--- config.mk ---
export PLATFORM = sky130hd
export DESIGN_NAME = rca_ls_request_gather_flat
export DESIGN_NICKNAME = d
export VERILOG_FILES = /design/src/rtl/rca_ls_request_gather_pkg.sv /design/src/rtl/rca_ls_request_gather_if.sv /design/src/rtl/rca_ls_request_gather_row_slot.sv /design/src/rtl/rca_ls_request_gather.sv /design/src/flat_wrapper.sv
export SDC_FILE = /design/constraint.sdc
export NUM_CORES = 1
export LEC_CHECK = 0
export BUFFER_PORTS_ARGS = -buffer_cell sky130_fd_sc_hd__buf_2
export CAP_MARGIN = 20
export CORE_AREA = 2 2 225 227
export CTS_CLUSTER_DIAMETER = 150
export DETAILED_ROUTE_END_ITERATION = 7
export DIE_AREA = 0 0 227 229
export PLACE_DENSITY = 0.42
export SYNTH_ARGS = -nofsm -noshare
export SYNTH_HDL_FRONTEND = slang
export SYNTH_SLANG_ARGS = --single-unit
--- constraint.sdc ---
create_clock -name clk -period 15.13 [get_ports clk]
set_input_delay 3.7825 -clock clk [delete_from_list [all_inputs] [get_ports clk]]
set_output_delay 3.7825 -clock clk [all_outputs]
set_load 0.05 [all_outputs]
--- src/rtl/rca_ls_request_gather_pkg.sv ---
// rca_ls_request_gather_pkg: grid sizing, shared LS request record and gather FSM states
package rca_ls_request_gather_pkg;
    localparam int GRID_NUM_ROWS = 4;
    localparam int XLEN = 32;
    typedef struct packed {
        logic [XLEN-1:0] addr;
        logic [XLEN-1:0] data;
        logic [2:0]      fn3;
        logic            load;
        logic            store;
    } rca_ls_req_t;
    typedef enum logic {COLLECT, PUSH} state_t;
endpackage

--- src/rtl/rca_ls_request_gather_if.sv ---
// rca_ls_request_gather_if: row request side, iteration commit and LSQ packet handshake
interface rca_ls_request_gather_if
    import rca_ls_request_gather_pkg::*;
#(
    parameter int NUM_ROWS = GRID_NUM_ROWS,
    parameter int DATA_W   = XLEN
) ();
    logic                       flush;
    logic [NUM_ROWS-1:0]        row_req;
    logic [NUM_ROWS*DATA_W-1:0] row_addr;
    logic [NUM_ROWS*DATA_W-1:0] row_data;
    logic [NUM_ROWS*3-1:0]      row_fn3;
    logic [NUM_ROWS-1:0]        row_load;
    logic [NUM_ROWS-1:0]        row_store;
    logic [NUM_ROWS-1:0]        row_ack;
    logic                       iter_commit;
    logic                       iter_ready;
    logic                       pkt_valid;
    logic                       pkt_ready;
    logic [NUM_ROWS-1:0]        pkt_new_request;
    logic [NUM_ROWS*DATA_W-1:0] pkt_addr;
    logic [NUM_ROWS*DATA_W-1:0] pkt_data;
    logic [NUM_ROWS*3-1:0]      pkt_fn3;
    logic [NUM_ROWS-1:0]        pkt_load;
    logic [NUM_ROWS-1:0]        pkt_store;
    modport slave (
        input  flush, row_req, row_addr, row_data, row_fn3, row_load, row_store,
        input  iter_commit, pkt_ready,
        output row_ack, iter_ready, pkt_valid, pkt_new_request,
        output pkt_addr, pkt_data, pkt_fn3, pkt_load, pkt_store
    );
    modport master (
        output flush, row_req, row_addr, row_data, row_fn3, row_load, row_store,
        output iter_commit, pkt_ready,
        input  row_ack, iter_ready, pkt_valid, pkt_new_request,
        input  pkt_addr, pkt_data, pkt_fn3, pkt_load, pkt_store
    );
endinterface

--- src/rtl/rca_ls_request_gather_row_slot.sv ---
// rca_ls_row_slot: one row's held request; fields are qualified by valid and not reset
module rca_ls_row_slot
    import rca_ls_request_gather_pkg::*;
(
    input  logic        clk,
    input  logic        rst,
    input  logic        i_capture,
    input  logic        i_clear,
    input  rca_ls_req_t i_req,
    output logic        o_valid,
    output rca_ls_req_t o_req
);
    rca_ls_req_t r_req;
    logic        r_valid;
    // occupancy flag: clear wins, capture only ever happens from an empty slot
    always_ff @(posedge clk or posedge rst)
        if (rst) r_valid <= 1'b0;
        else r_valid <= i_clear ? 1'b0 : (i_capture ? 1'b1 : r_valid);
    // payload register, loaded on capture only
    always_ff @(posedge clk)
        if (i_capture) r_req <= i_req;
    assign o_valid = r_valid;
    assign o_req   = r_req;
endmodule

--- src/rtl/rca_ls_request_gather.sv ---
// rca_ls_request_gather: gathers one LS request per row and pushes them as one packet on commit
// optional perf counters enabled by defining RCA_LS_GATHER_PERF_EN
module rca_ls_request_gather
    import rca_ls_request_gather_pkg::*;
#(
    parameter int NUM_ROWS = GRID_NUM_ROWS,
    parameter int DATA_W   = XLEN,
    parameter int CNT_W    = 32
) (
    input  logic                  clk,
    input  logic                  rst,
    rca_ls_request_gather_if.slave io
`ifdef RCA_LS_GATHER_PERF_EN
    ,
    output logic [CNT_W-1:0]      o_perf_pkts,
    output logic [CNT_W-1:0]      o_perf_stall_cycles
`endif
);
    state_t              r_state;
    state_t              w_next;
    logic [NUM_ROWS-1:0] w_ack;
    logic [NUM_ROWS-1:0] w_valid;
    logic                w_clear;
    rca_ls_req_t         w_in   [NUM_ROWS];
    rca_ls_req_t         w_slot [NUM_ROWS];

    for (genvar i = 0; i < NUM_ROWS; i++) begin : g_slot
        rca_ls_row_slot u_slot (
            .clk       (clk),
            .rst       (rst),
            .i_capture (w_ack[i]),
            .i_clear   (w_clear),
            .i_req     (w_in[i]),
            .o_valid   (w_valid[i]),
            .o_req     (w_slot[i])
        );
    end

    // FSM state register
    always_ff @(posedge clk or posedge rst)
        if (rst) r_state <= COLLECT;
        else r_state <= w_next;

    // acks only into empty slots while collecting; flush overrides everything
    always_comb begin
        w_ack   = (r_state == COLLECT && !io.flush && !rst) ? io.row_req & ~w_valid : '0;
        w_next  = io.flush ? COLLECT :
                  (r_state == COLLECT) ? ((io.iter_commit && (|w_valid || |w_ack)) ? PUSH : COLLECT) :
                  (io.pkt_ready ? COLLECT : PUSH);
        w_clear = io.flush || (r_state == PUSH && io.pkt_ready);
    end

    // unpack row inputs into records and repack slot records onto the packet bus
    always_comb begin
        io.pkt_addr  = '0;
        io.pkt_data  = '0;
        io.pkt_fn3   = '0;
        io.pkt_load  = '0;
        io.pkt_store = '0;
        for (int i = 0; i < NUM_ROWS; i++) begin
            w_in[i] = '{addr:  io.row_addr[i*DATA_W +: DATA_W],
                        data:  io.row_data[i*DATA_W +: DATA_W],
                        fn3:   io.row_fn3[i*3 +: 3],
                        load:  io.row_load[i],
                        store: io.row_store[i]};
            io.pkt_addr[i*DATA_W +: DATA_W] = w_slot[i].addr;
            io.pkt_data[i*DATA_W +: DATA_W] = w_slot[i].data;
            io.pkt_fn3[i*3 +: 3]            = w_slot[i].fn3;
            io.pkt_load[i]                  = w_slot[i].load;
            io.pkt_store[i]                 = w_slot[i].store;
        end
    end

    assign io.row_ack         = w_ack;
    assign io.iter_ready      = (r_state == COLLECT);
    assign io.pkt_valid       = (r_state == PUSH);
    assign io.pkt_new_request = w_valid;

`ifdef RCA_LS_GATHER_PERF_EN
    logic w_hs;
    logic w_stall;
    logic [CNT_W-1:0] r_pkts;
    logic [CNT_W-1:0] r_stall;
    assign w_hs    = (r_state == PUSH) && io.pkt_ready && !io.flush;
    assign w_stall = |(io.row_req & ~w_ack);
    // saturating event counters, cleared by reset only
    always_ff @(posedge clk or posedge rst)
        if (rst) begin
            r_pkts  <= '0;
            r_stall <= '0;
        end else begin
            r_pkts  <= (w_hs && !(&r_pkts)) ? r_pkts + 1'b1 : r_pkts;
            r_stall <= (w_stall && !(&r_stall)) ? r_stall + 1'b1 : r_stall;
        end
    assign o_perf_pkts         = r_pkts;
    assign o_perf_stall_cycles = r_stall;
`endif
endmodule

--- src/flat_wrapper.sv ---
// flat-port wrapper written by rule: the top's interface ports become plain ports
module rca_ls_request_gather_flat import rca_ls_request_gather_pkg::*;
#(
    parameter int NUM_ROWS = GRID_NUM_ROWS,
    parameter int DATA_W   = XLEN,
    parameter int CNT_W    = 32
)
  (clk, rst, io_flush, io_row_req, io_row_addr, io_row_data, io_row_fn3, io_row_load, io_row_store, io_iter_commit, io_pkt_ready, io_row_ack, io_iter_ready, io_pkt_valid, io_pkt_new_request, io_pkt_addr, io_pkt_data, io_pkt_fn3, io_pkt_load, io_pkt_store);
  rca_ls_request_gather_if #(.NUM_ROWS(NUM_ROWS), .DATA_W(DATA_W)) io_i ();
  input  logic clk;
  input  logic rst;
  input wire logic [$bits(io_i.flush)-1:0] io_flush;
  input wire logic [$bits(io_i.row_req)-1:0] io_row_req;
  input wire logic [$bits(io_i.row_addr)-1:0] io_row_addr;
  input wire logic [$bits(io_i.row_data)-1:0] io_row_data;
  input wire logic [$bits(io_i.row_fn3)-1:0] io_row_fn3;
  input wire logic [$bits(io_i.row_load)-1:0] io_row_load;
  input wire logic [$bits(io_i.row_store)-1:0] io_row_store;
  input wire logic [$bits(io_i.iter_commit)-1:0] io_iter_commit;
  input wire logic [$bits(io_i.pkt_ready)-1:0] io_pkt_ready;
  output wire logic [$bits(io_i.row_ack)-1:0] io_row_ack;
  output wire logic [$bits(io_i.iter_ready)-1:0] io_iter_ready;
  output wire logic [$bits(io_i.pkt_valid)-1:0] io_pkt_valid;
  output wire logic [$bits(io_i.pkt_new_request)-1:0] io_pkt_new_request;
  output wire logic [$bits(io_i.pkt_addr)-1:0] io_pkt_addr;
  output wire logic [$bits(io_i.pkt_data)-1:0] io_pkt_data;
  output wire logic [$bits(io_i.pkt_fn3)-1:0] io_pkt_fn3;
  output wire logic [$bits(io_i.pkt_load)-1:0] io_pkt_load;
  output wire logic [$bits(io_i.pkt_store)-1:0] io_pkt_store;
  assign io_i.flush = io_flush;
  assign io_i.row_req = io_row_req;
  assign io_i.row_addr = io_row_addr;
  assign io_i.row_data = io_row_data;
  assign io_i.row_fn3 = io_row_fn3;
  assign io_i.row_load = io_row_load;
  assign io_i.row_store = io_row_store;
  assign io_i.iter_commit = io_iter_commit;
  assign io_i.pkt_ready = io_pkt_ready;
  assign io_row_ack = io_i.row_ack;
  assign io_iter_ready = io_i.iter_ready;
  assign io_pkt_valid = io_i.pkt_valid;
  assign io_pkt_new_request = io_i.pkt_new_request;
  assign io_pkt_addr = io_i.pkt_addr;
  assign io_pkt_data = io_i.pkt_data;
  assign io_pkt_fn3 = io_i.pkt_fn3;
  assign io_pkt_load = io_i.pkt_load;
  assign io_pkt_store = io_i.pkt_store;
  rca_ls_request_gather #(.NUM_ROWS(NUM_ROWS), .DATA_W(DATA_W), .CNT_W(CNT_W)) u_core (.clk(clk), .rst(rst), .io(io_i));
endmodule
==> results of run 1 <==
logic make-up after synthesis:
kind of cell / after synthesis
flip-flops: 281
AND/OR/NAND/NOR: 17
buffers and inverters: 10
AO/OA/AOI/OAI: 7
sequential cells by signal, summed over array words and instances (netlist names):
signal	count
u_core.g_slot.u_slot.o_valid	4
u_core.g_slot.u_slot.o_req	276
u_core.io.pkt_valid	1
layout make-up:
cell class,count,share of cell area
sequential,281,0.628
timing repair buffer,575,0.216
clock buffer,45,0.0713
tap,672,0.0628
multi-input combinational,24,0.0121
clock inverter,13,0.00887
antenna,4,0.000747
inverter,2,0.000560
Yosys cell counts, drive strengths merged:
cell and number:
edfxtp 276, buf 8, nor2 8, dfrtp 5, a22oi 4, nand2b 4, inv 2, nor3b 2
a21oi 1, a31oi 1, nand2 1, o31a 1, or3 1, or4 1
where the power goes:
part / internal (W) / leakage, nW / switching [W] / total [W]
sequential: 0.000884 / 2.58 / 0.00000615 / 0.000890
clock: 0.000478 / 0.531 / 0.000304 / 0.000782
combinational: 0.0000423 / 2.34 / 0.000114 / 0.000156
total: 0.00140 / 5.45 / 0.000424 / 0.00183
routing by layer:
layer  vias to the layer above  routed length [um]  part of all wire
li1                       2484                   -                 -
met3                        51                3430              0.13
met1                      2604                8750              0.33
met4                         8                 783             0.029
met2                       324               13600              0.51
met5                         -                  57            0.0021
worst min-delay path: stages, from the launching register on:
cell and delay (ns):
dfrtp_1 0.38, a22oi_1 0.10, nor2_1 0.09
through the flow:
| stage | setup WS, ns | power [W] | util | cells | hold WS (ns) |
|---|---|---|---|---|---|
| 6_report | 5.68 | 0.00183 | 0.270 | 1616 | 0.611 |
| 3_3_place_gp | 5.62 | 0.00106 | 0.248 | 1554 | 0.588 |
| 4_1_cts | 5.63 | 0.00187 | 0.270 | 1612 | 0.611 |
| 3_5_place_dp | 5.63 | 0.00107 | 0.248 | 1554 | 0.595 |
| 2_1_floorplan | 1.23 | 0.00100 | - | 315 | 0.532 |
| 5_1_grt | 5.55 | 0.00190 | 0.270 | 1613 | 0.666 |
worst paths after layout:
kind / from / endpoint / cells after the start
max in group asynchronous: rst / u_core.g_slot[2].u_slot.o_valid / 2
max reg2reg: u_core.io.pkt_valid / u_core.g_slot[0].u_slot.o_req[6] / 3
min in group asynchronous: rst / u_core.io.pkt_valid / 2
max: io_flush / io_row_ack[2] / 5
min reg2reg: u_core.g_slot[2].u_slot.o_valid / u_core.g_slot[2].u_slot.o_valid / 2
min: u_core.g_slot[2].u_slot.o_valid / u_core.g_slot[2].u_slot.o_valid / 2
==> impl_metrics.csv, run 1 <==
group,metric,value,unit
placed_design,port_buffers,570,
logic_synthesis,synth_fp_nets,600,
timing,hold_viol_final,0,
global_routing,busiest_layer,"met2",
final_layout,mostFrequentLayoutCells,"570 x buf_2, 276 x edfxtp_1, 37 x clkbuf_16",
placed_design,hpwl,20.7,mm
timing,worst_slew_pin_slew,0.920,ns
worst_hold_path,min_path_type,"flop to flop",
logic_synthesis,netlist_instances,315,
die,die_area,0.0520,mm2
job,cap_violations,0,
setup_path,cp_max_fo,70,
setup_path,critPathKind,"primary input to primary output",
logic_synthesis,syn_avg_cell_area,27.4,um2
logic_synthesis,synth-seq-cells,281,
global_routing,antenna_found_initial,10,
setup_path,slowest_delay,0.66,ns
timing,rsz0062_at_grt,"no",
run_status,run_status,"completed",
clock_tree,cts_tree,"built",
logic_synthesis,muxShareOfSynthArea,0,
logic_synthesis,synth_area,0.00862,mm2
setup_path,path_cells,"buf_2, or3_1, nor2_4, buf_4, buf_2",
route,totalWireLength,26.6,mm
route,wl_per_cell,16.5,um
timing,fin_skew,0.00730,ns
global_routing,grt_max_degree,71,
logic_synthesis,synthTopCellsByArea,"edfxtp_1 96%, dfrtp_1 1.5%, buf_4 0.70%",
timing,slew_violations,0,
clock_tree,ctsHoldBuffers,0,
global_routing,grt_pass1_wl,36.0,mm
clock_tree,numCtsBuffers,34,
placed_design,place_area,0.0123,mm2
logic_synthesis,synth-adder-area-share,0,
timing,fmax,106,MHz
final_layout,final_common_cell,"buf_2",
route,route.vias.total,5471,
clock_tree,cts_resized,0,
timing,period_share,0.625,
final_layout,drive_above_1_share,0.666,
timing,final.setup.tns,0,ns
route,viasPerCell,3.39,
setup_path,cp.required,11.35,ns
power_and_ir_drop,p_leak,5.45,nW
timing,min_period,9.45,ns
setup_path,worst_setup_path_start_kind,"primary input",
route,drtPass1Iterations,4,
die,core_area,0.0497,mm2
final_layout,nets,1203,
global_routing,grt_use_met3,0.0487,
power_and_ir_drop,powerDensity,136,mW/mm2
clock_tree,post_cts_buffers,0,
clock_tree,clock-sinks,281,
global_routing,grt_overflow,0,
setup_path,arrival,5.67,ns
final_layout,regArea,0.00841,mm2
clock_tree,cts-htree-levels,2,
setup_path,crit_path_end_kind,"primary output",
logic_synthesis,yosys.area_share.simple,0.0102,
die,io_pins,571,
clock_tree,cts-root-buf,"clkbuf_16",
logic_synthesis,synth_top_family_by_area,"simple AND/OR/NAND/NOR gates",
final_layout,multi_input_area,163,um2
power_and_ir_drop,peakVddDrop,0.0000897,V
die,floorplan.initialDensity,0.174,
route,ant_nets,0,
final_layout,stdcell_area,0.0134,mm2
logic_synthesis,synth_compound_area_frac,0.00581,
global_routing,use_met2,0.172,
clock_tree,clkLatencyLatePin,0.52,ns
final_layout,nFillCells,5207,
setup_path,cp_slowest_cell,"buf_4",
logic_synthesis,synth_top_area_share,0.962,
setup_path,critPathBufInv,3,
setup_path,worst_path_most_repeated_cell,"buf_2",
logic_synthesis,yosysTopAreaCell,"edfxtp_1",
final_layout,syn2layout_area_growth,55.5,%
die,fp.dieH,229,um
route,first_iter_violations,244,
logic_synthesis,synth_xor_xnor_area_share,0,
logic_synthesis,synth_cell_types,14,
global_routing,use_met1,0.0914,
global_routing,grt.total_usage,0.0965,
die,die_width,227,um
logic_synthesis,ys_seq_area_frac,0.976,
clock_tree,clk_pin_slew,0.06,ns
die,rows,82,
route,drcViolationCount,0,
timing,setup_viol,0,
logic_synthesis,ys_warn_count,0,
setup_path,crit_family,"buffers and inverters",
setup_path,regToRegSetupSlack,12.44,ns
placed_design,place.gp.congestion,0.794,
global_routing,grt_pass1_vias,5622,
timing,slew_headroom,0.386,
clock_tree,clockBufferDepth,3,
(Power assumes the default switching activity.)
==> run 2, diff against run 1 <==
Settings changed: ABC_AREA set to 1, PLACE_DENSITY 0.42 to 0.43.
Clock period 15.13 ns to 8 ns, I/O delays scaled along.
==> run 2 against run 1 <==
Effect of this change: first-iteration DRC count is 39% lower; synthesized cell count grew 3.2%; final area down 0.79%; clock skew is 0.0074 ns higher; worst setup slack worse by 2.6 ns; critical path depth is 1 lower; die area is the same; non-clock buffer count is the same; critical endpoint is now io_row_ack[0]; register-to-register slack got worse by 6.5 ns; combinational power rose by 110%.
==> impl_metrics.csv, run 2 <==
group,metric,value,unit
clock_tree,clk_pin_slew,0.06,ns
final_layout,finalNonFillerCells,1620,
logic_synthesis,muxShareOfSynthArea,0,
setup_path,path_cells,"buf_2, nor4_4, buf_4, buf_2",
logic_synthesis,synth_compound_area_frac,0.00391,
setup_path,crit_family,"buffers and inverters",
timing,period_share,0.620,
logic_synthesis,yosysTopAreaCell,"edfxtp_1",
timing,worst_slew_pin_slew,0.889,ns
final_layout,largest_reg_flops,276,
setup_path,rr_startpoint,"u_core.io.pkt_valid",
timing,rsz0062_at_grt,"no",
job,cap_violations,0,
clock_tree,numCtsBuffers,31,
setup_path,cp_max_fo,11,
worst_hold_path,min-delay-start,"u_core.g_slot[3].u_slot.o_valid",
placed_design,place_area,0.0123,mm2
logic_synthesis,synth_top_family_by_area,"buffers and inverters",
timing,hold_viol_final,0,
timing,fin_skew,0.0147,ns
die,fp.dieH,229,um
die,core_area,0.0497,mm2
clock_tree,cts_tree,"built",
clock_tree,clock-sinks,281,
route,viasPerCell,3.36,
setup_path,worst_setup_path_start_kind,"primary input",
logic_synthesis,synth_edf_count,276,
timing,holdWs,0.590,ns
route,route.vias.total,5448,
logic_synthesis,ys_seq_area_frac,0.973,
logic_synthesis,syn_avg_cell_area,26.6,um2
logic_synthesis,synth_cell_types,16,
logic_synthesis,synth_area,0.00865,mm2
setup_path,regToRegSetupSlack,5.90,ns
setup_path,crit_path_end_kind,"primary output",
logic_synthesis,netlist_instances,325,
logic_synthesis,yosys.area_share.simple,0.0109,
final_layout,nets,1210,
clock_tree,post_cts_buffers,0,
timing,fmax,202,MHz
clock_tree,cts-root-buf,"clkbuf_16",
logic_synthesis,synth_flop_cell,"edfxtp_1",
route,wl_per_cell,16.3,um
final_layout,syn2layout_area_growth,53.7,%
placed_design,place.gp.congestion,0.742,
placed_design,hpwl,20.6,mm
timing,setup_viol,0,
logic_synthesis,ys_warn_count,0,
worst_hold_path,hold_end,"u_core.g_slot[3].u_slot.o_valid",
setup_path,worst_path_most_repeated_cell,"buf_2",
die,rows,82,
logic_synthesis,async_flop_share,0.0178,
die,floorplan.initialDensity,0.174,
timing,slew_violations,0,
worst_hold_path,min_path_cells,2,
timing,final.setup.tns,0,ns
placed_design,pre_cts_ws,3.00,ns
die,die_width,227,um
logic_synthesis,synth_xor_xnor_area_share,0,
final_layout,diodes,0,
setup_path,arrival,2.96,ns
global_routing,grt_pass1_vias,5704,
setup_path,critPathKind,"primary input to primary output",
route,drcViolationCount,0,
setup_path,cp_slowest_cell,"buf_2",
route,first_iter_violations,148,
route,totalWireLength,26.5,mm
timing,setup_ws,3.04,ns
global_routing,grt_overflow,0,
placed_design,place_inst,1564,
timing,min_period,4.96,ns
worst_hold_path,min_path_type,"flop to flop",
setup_path,critPathBufInv,3,
power_and_ir_drop,peakVddDrop,0.000165,V
power_and_ir_drop,powerDensity,255,mW/mm2
placed_design,port_buffers,570,
logic_synthesis,synth-seq-cells,281,
clock_tree,clockBufferDepth,3,
global_routing,antenna_found_initial,6,
clock_tree,clkLatencyLatePin,0.57,ns
clock_tree,cts_resized,0,
power_and_ir_drop,p_leak,5.45,nW
global_routing,grt_pass1_wl,36.1,mm
logic_synthesis,synth_top_area_share,0.958,
final_layout,drive_above_1_share,0.660,
global_routing,grt.total_usage,0.0952,
clock_tree,cts-htree-levels,1,
final_layout,final_common_cell,"buf_2",
final_layout,mostFrequentLayoutCells,"570 x buf_2, 276 x edfxtp_1, 31 x clkbuf_16",
die,die_area,0.0520,mm2
logic_synthesis,synthTopCellsByArea,"edfxtp_1 96%, dfrtp_1 1.4%, buf_4 0.69%",
setup_path,slowest_delay,0.31,ns
die,io_pins,571,
global_routing,grt_max_degree,71,
setup_path,startpoint,"rst",
setup_path,worstReg2RegEnd,"u_core.g_slot[3].u_slot.o_req[25]",
setup_path,cp.required,6.00,ns
logic_synthesis,synthTopCellsByCount,"276 x edfxtp_1, 9 x inv_1, 8 x buf_4, 7 x nand2_1, 6 x nor2_1",
route,drtPass1Iterations,6,
clock_tree,ctsHoldBuffers,0,
final_layout,stdcell_area,0.0133,mm2
logic_synthesis,synth-adder-area-share,0,
logic_synthesis,synthMostInstantiatedCell,"edfxtp_1",
logic_synthesis,synth_fp_nets,610,
setup_path,r2r_cells,6,
route,ant_nets,0,
run_status,run_status,"completed",
timing,slew_headroom,0.407,
run 2: changes by cell type after synthesis, moves of 2 or more:
| cell | delta |
|---|---|
| a22oi_1 | -4 |
| nor3b_1 | -2 |
| o21ai_1 | +3 |
| nor2_1 | -2 |
| inv_1 | +7 |
| nand2_1 | +6 |
| inv_2 | +2 |
| nand2b_1 | -4 |
run 2: layout make-up:
cell class	count	area [um2]
tap	672	841
clock inverter	16	156
fill	5149	36400
inverter	12	46.3
clock buffer	40	810
sequential	281	8410
multi-input combinational	24	136
timing repair buffer	575	2890
run 2: worst max path at each step:
stage | endpoint | cells past startpoint
2_1_floorplan | io_row_ack[0] | 4
3_3_place_gp | io_row_ack[0] | 4
3_5_place_dp | io_row_ack[0] | 4
4_1_cts | io_row_ack[0] | 4
5_1_grt | io_row_ack[3] | 6
6_report | io_row_ack[0] | 4
run 2: worst reg2reg max path, delay by kind of cell (launching register included):
family	cells	cell delay, ns
simple gates	3	0.30
buf+inv	3	0.97
flops	1	0.41
run 2: kinds of logic (layout without fill, tap and decap cells):
logic type | after synthesis | in the layout
AND/OR/NAND/NOR | 18 | 18
AO/OA/AOI/OAI | 6 | 6
flip-flops | 281 | 281
buffers and inverters | 20 | 643
run 2: power breakdown:
group | switching [W] | internal (W)
clock | 0.000567 | 0.000804
sequential | 0.0000136 | 0.00168
combinational | 0.000247 | 0.0000840
run 2: per-stage QoR:
| step | utilization | total power, W |
|---|---|---|
| finish | 0.268 | 0.00340 |
| global route | 0.268 | 0.00353 |
| CTS | 0.268 | 0.00346 |
| detailed placement | 0.248 | 0.00206 |
| global placement | 0.248 | 0.00206 |
| floorplan | - | 0.00193 |
run 2: layer usage:
metal | share of wire | GRT usage
met5 | 0.0029 | 0
met4 | 0.034 | 0.0349
met3 | 0.13 | 0.0481
met2 | 0.49 | 0.165
met1 | 0.35 | 0.0978
